<file path="src/rtl/counter_pkg.sv">
// Shared counter definitions: count direction encoding and the load clamp helper
// used by loadable counters.
package counter_pkg;

  typedef enum logic {
    DIR_DOWN = 1'b0,
    DIR_UP   = 1'b1
  } dir_e;

  // Values above the modulus ceiling are pinned to it rather than wrapped.
  function automatic logic [31:0] clamp_load(input logic [31:0] d, input logic [31:0] max);
    return (d > max) ? max : d;
  endfunction

endpackage

</file>
<file path="src/rtl/updown_mod_counter.sv">
// Modulo-(MAX+1) up/down counter with enable, sync load and registered wrap pulse; one-edge latency.
// Define UPDOWN_MOD_COUNTER_SATURATE_EN to hold at the boundary instead of wrapping.
module updown_mod_counter
  import counter_pkg::*;
#(
  parameter int N   = 4,
  parameter int MAX = 9
) (
  input  logic         clk,
  input  logic         reset,
  input  logic         en,
  input  logic         up,
  input  logic         load,
  input  logic [N-1:0] D,
  output logic [N-1:0] Q,
  output logic         wrap
);

  if (MAX < 1 || MAX > (2 ** N) - 1) begin : g_bad_max
    $error("updown_mod_counter: MAX=%0d outside 1..2^N-1 for N=%0d", MAX, N);
  end

  localparam logic [N-1:0] MAX_V = N'(MAX);
  localparam logic [N-1:0] ONE   = N'(1);

  logic [N-1:0] q_nxt;
  logic         wrap_nxt;
  dir_e         dir;

  assign dir = dir_e'(up);

  always_comb begin
    q_nxt    = Q;
    wrap_nxt = 1'b0;
    if (load) begin
      q_nxt = N'(clamp_load(32'(D), 32'(MAX)));
    end else if (en) begin
      if (dir == DIR_UP) begin
        if (Q == MAX_V) begin
          wrap_nxt = 1'b1;
`ifdef UPDOWN_MOD_COUNTER_SATURATE_EN
          q_nxt    = MAX_V;
`else
          q_nxt    = '0;
`endif
        end else begin
          q_nxt = Q + ONE;
        end
      end else begin
        if (Q == '0) begin
          wrap_nxt = 1'b1;
`ifdef UPDOWN_MOD_COUNTER_SATURATE_EN
          q_nxt    = '0;
`else
          q_nxt    = MAX_V;
`endif
        end else begin
          q_nxt = Q - ONE;
        end
      end
    end
  end

  always_ff @(posedge clk or posedge reset) begin
    if (reset) begin
      Q    <= '0;
      wrap <= 1'b0;
    end else begin
      Q    <= q_nxt;
      wrap <= wrap_nxt;
    end
  end

endmodule
</file>
<file path="config.mk">
export PLATFORM = sky130hd
export DESIGN_NAME = updown_mod_counter
export DESIGN_NICKNAME = d
export VERILOG_FILES = /design/src/rtl/counter_pkg.sv /design/src/rtl/updown_mod_counter.sv
export SDC_FILE = /design/constraint.sdc
export NUM_CORES = 1
export LEC_CHECK = 0
export BUFFER_PORTS_ARGS = -buffer_cell sky130_fd_sc_hd__buf_2
export CORE_AREA = 2 2 39 41
export DETAILED_ROUTE_END_ITERATION = 12
export DIE_AREA = 0 0 41 43
export GPL_ROUTABILITY_DRIVEN = 0
export MAX_ROUTING_LAYER = met4
export PLACE_DENSITY = 0.6
export SYNTH_ARGS = -nofsm -noshare
export SYNTH_HDL_FRONTEND = slang
export SYNTH_SLANG_ARGS = --single-unit
</file>
<file path="constraint.sdc">
create_clock -name clk -period 1.8 [get_ports clk]
set_input_delay 0.09 -clock clk [delete_from_list [all_inputs] [get_ports clk]]
set_output_delay 0.09 -clock clk [all_outputs]
set_load 0.05 [all_outputs]
</file>
Yosys cells after proc, flatten, opt, wreduce, memory -nomap -nowiden
Index checks and enable logic that the tools add are counted.
- output and inout bits: 5
- flip-flop bits (word level): 5
- reductions and logical operators: 2
- mux-type cells: 11
- add/sub/neg operators: 2
- equality and inequality tests: 1
- order comparisons: 1
- operators by type and width (kind ; number):
    4-bit 2-to-1 mux ; 6
    1-bit 2-to-1 mux ; 5
    4-bit by 1-bit adder with 4-bit output, second input constant ; 1
    4-bit equality test, second input constant ; 1
    4-bit greater-than comparator, second input constant ; 1
    4-bit logical NOT ; 1
    4-bit by 1-bit subtractor with 4-bit output, second input constant ; 1
    2-bit nonzero test ; 1

Logic depth before layout (Yosys ltp)
- depth in word-level cells: 5
- depth in mapped cells: 4
- gate-level depth less buffers: 3

Worst setup path after synthesis
Ideal clock, no wire load.
- path type: flip-flop to flip-flop
- from: register Q[2]
- to: register Q[3]
- data required time: 1.734 ns
- arrival: 1.620 ns
- buffers on the path: 1
- path slack: 0.113 ns
- stages on the path, launching flop included: 5
- period minus slack after synthesis: 1.687 ns
- cell sequence: dfrtp_1 -> buf_4 -> or4_4 -> a211oi_2 -> a221o_1
- longest elaborated chain between the ends: 5
- elaborated cells on any way between the ends: 9
- those cells by class: add/sub: 2; eq/ne: 1; mux: 5; reduce/logical: 1
- ends and longest elaborated chain (what ; line ; source):
    start, declared ; updown_mod_counter.sv:15 ; output logic [N-1:0] Q,
    start signal, assigned ; updown_mod_counter.sv:69 ; Q <= q_nxt;
    4-bit by 1-bit subtractor with 4-bit output, or another cell as far along ; updown_mod_counter.sv:58 ; q_nxt = Q - ONE;
    4-bit 2-to-1 mux (on tied branches) ; updown_mod_counter.sv:50, updown_mod_counter.sv:39 ;
    4-bit 2-to-1 mux * ; updown_mod_counter.sv:38 ; if (dir == DIR_UP) begin
    4-bit 2-to-1 mux * ; updown_mod_counter.sv:37 ; end else if (en) begin
    4-bit 2-to-1 mux * ; updown_mod_counter.sv:35 ; if (load) begin
Every way passes the cells marked *; elsewhere a longest branch is shown, timed or not. The select of a mux whose other input is x is not followed.
A chain may end at the register's enable or synchronous reset.

Final worst setup path
- from: register Q[0]
- to: register Q[3]
Same word-level chain as after synthesis.

==> results.py <==
metrics = {
    "setup_path": {
        "crit_fanout": 11,
        "critical_path_required_ns": 1.99,
        "critPathLaunchType": "register",
        "crit_slowest_cell": "or4_4",
        "critPathTopFamily": "simple AND/OR/NAND/NOR gates",
        "cp.arrival_ns": 1.61,
        "path_class": "reg2reg",
        "cp-end-kind": "register",
        "critPathBufInv": 0,
        "critical-path-max-stage-delay_ns": 0.52,
        "worstPathCellList": "or4_4 -> a211oi_2 -> a221o_1",
    },
    "power": {
        "swShare_pct": 39.0,
        "intPower_mw": 0.271,
        "max-vdd-ir-drop_mv": 0.485,
        "p_comb_share_pct": 37.8,
        "p_sw_mw": 0.173,
        "clockPowerShare_pct": 29.8,
        "p_per_area_nw_per_um2": 874,
        "leakage_nw": 0.223,
        "pwr-share-seq_pct": 32.4,
    },
    "synth": {
        "yosys_warnings": 0,
        "yosys.area.top_type": "dfrtp_1",
        "syn_area_per_cell_sq_um": 8.47,
        "ys.flop_type": "dfrtp_1",
        "synth_top_area_share_pct": 30.8,
        "syn-num-nets": 57,
        "syn_inst": 48,
        "yosysUniqueCellTypes": 32,
        "ys_ff_latch": 5,
        "synth-edff-count": 0,
        "netlist_area_sq_um": 407,
        "synthArstFlopShare_pct": 100,
        "synth_area_leaders": "dfrtp_1, nand2b_1, xnor2_1",
        "yosysSeqAreaShare_pct": 30.8,
    },
    "clock_tree": {
        "cts_buffers": 3,
        "cts_tree": "built",
        "worst_skew_pair.late_latency_ns": 0.25,
        "htreeDepth": 1,
        "ctsLongestPathBuffers": 2,
        "clockRootBuffer": "clkbuf_4",
        "cts_resized": 0,
        "cts_sinks": 5,
        "clk_pin_slew_ns": 0.05,
    },
    "die": {
        "io_pins": 14,
        "fp.dieH_microns": 43,
        "core_area_sq_um": 1380,
        "start_util_pct": 29.4,
        "die_x_microns": 41,
        "rows": 14,
        "dieArea_sq_um": 1760,
    },
    "global_routing": {
        "grt_overflow": 0,
        "grt_max_degree": 12,
        "antenna_found_initial": 0,
        "grtUsageTotal_pct": 15.1,
        "grt_pass1_vias": 372,
        "grt_pass1_wl_microns": 1680,
    },
    "timing": {
        "slew_headroom_pct": 77.4,
        "min_period_over_period_pct": 78.8,
        "setup_viol": 0,
        "fmax_mhz": 705,
        "worst_slew_pin_slew_ns": 0.338,
        "tns_ns": 0,
        "finClkSkew_ns": 0.00795,
        "finalHoldViolCount": 0,
        "rsz0062_at_grt": "false",
        "slew_violations": 0,
        "holdWs_ns": 0.0923,
        "period_needed_ns": 1.42,
        "layout_setup_ws_ns": 0.382,
    },
    "routing": {
        "antenna_left": 0,
        "initialDrtViolationCount": 11,
        "routed_wl_microns": 998,
        "vias": 411,
        "drtPass1Iterations": 4,
        "vias_per_cell": 5.27,
        "drcViolationCount": 0,
        "wl_per_cell_microns": 12.8,
    },
    "placement": {
        "pre_cts_ws_ns": 0.386,
        "dp_cells": 73,
        "port_buffers": 13,
        "hpwlAfterDp_microns": 750,
    },
    "run": {
        "drv_cap": 0,
    },
    "finish": {
        "nFillCells": 140,
        "areaGrowthSynthToFinish_pct": 24.9,
        "drive_above_1_share_pct": 32.3,
        "multiInputGateArea_sq_um": 231,
        "seq_area_sq_um": 125,
        "antenna_cells": 0,
        "final_cells": 78,
        "utilization_pct": 36.7,
        "nNetsFinal": 72,
    },
    "outcome": {
        "status": "finished, final reports clean",
    },
    "worst_hold_path": {
        "hp-class": "in2reg",
    },
}
==> worst reg2reg max path: stages (launching register included) <==
cell and delay (ns):
dfrtp_1 0.49, or4_4 0.52, a211oi_2 0.23, a221o_1 0.13
==> what timing repair did <==
item	4_1_cts	5_1_grt
endpoints found under the setup margin	0	0
hold endpoints to repair	5	0
buffers inserted	0	0
hold buffers	1	0
==> worst paths after layout <==
path	startpoint	slack, ns	depth (start not counted)	to
min in group asynchronous	reset	0.28	3	Q[1]
max in group asynchronous	reset	1.33	3	Q[2]
worst min-delay path	D[0]	0.09	3	Q[0]
worst min register to register	Q[2]	0.61	2	wrap
worst max-delay path	Q[0]	0.38	3	Q[3]
worst max register to register	Q[0]	0.38	3	Q[3]
==> cells in the mapped netlist, types with 2 or more instances <==
cell,instances
dfrtp_1,5
inv_1,4
clkbuf_1,3
nand2b_1,3
o21ai_0,3
a21oi_1,2
nor2_1,2
xnor2_1,2
==> metal layers <==
layer	track usage [%]	share of wire [%]
met1	18.4	43
met2	19.7	49
met3	9.42	6.2
met4	6.00	1.4
met5	-	0
==> layout make-up <==
| type | instances | share of cell area, % |
|---|---|---|
| sequential | 5 | 24.6 |
| multi-input combinational | 33 | 45.6 |
| timing repair buffer | 16 | 17.7 |
| tap | 16 | 3.94 |
| inverter | 4 | 2.96 |
| clock buffer | 4 | 5.17 |
==> power groups by stage <==
| stage | combinational (mW) | clock [mW] | sequential [mW] |
|---|---|---|---|
| 4_1_cts | 0.169 | 0.136 | 0.144 |
| 3_3_place_gp | 0.165 | 0 | 0.146 |
| 6_report | 0.168 | 0.132 | 0.144 |
| 5_1_grt | 0.182 | 0.150 | 0.146 |
| 3_5_place_dp | 0.167 | 0 | 0.146 |
| 2_1_floorplan | 0.0939 | 0 | 0.183 |
==> logic make-up (layout without fill, tap and decap cells) <==
family	Yosys count	count (layout)	share of synthesized area (%)
AOI/OAI and AO/OA	14	14	26.2
xor gates and xnor gates	3	3	6.46
buffers and inverters	10	24	12.3
DFF	5	5	30.8
and+or+nand+nor	16	16	24.3
==> metrics by stage <==
step,total power [mW],instance area [sq um]
after floorplan,0.277,407
after detailed placement,0.313,472
final,0.444,508
after CTS,0.449,508
after global routing,0.479,508
after global placement,0.310,472
==> state kept, by name, summed over array words and instances, names as in the netlist <==
signal,cells
wrap,1
Q,4
==> placed cells by master (no fill, tap or decap), types with 2 or more instances in the layout <==
cell / synthesis / final
buf_2: 1 / 13
nand2b_1: 3 / 3
inv_1: 4 / 4
buf_4: 1 / 2
o21ai_0: 3 / 3
a21oi_1: 2 / 2
clkbuf_4: 0 / 3
nor2_1: 2 / 2
xnor2_1: 2 / 2
dfrtp_1: 5 / 5
(Power assumes the default switching activity.)
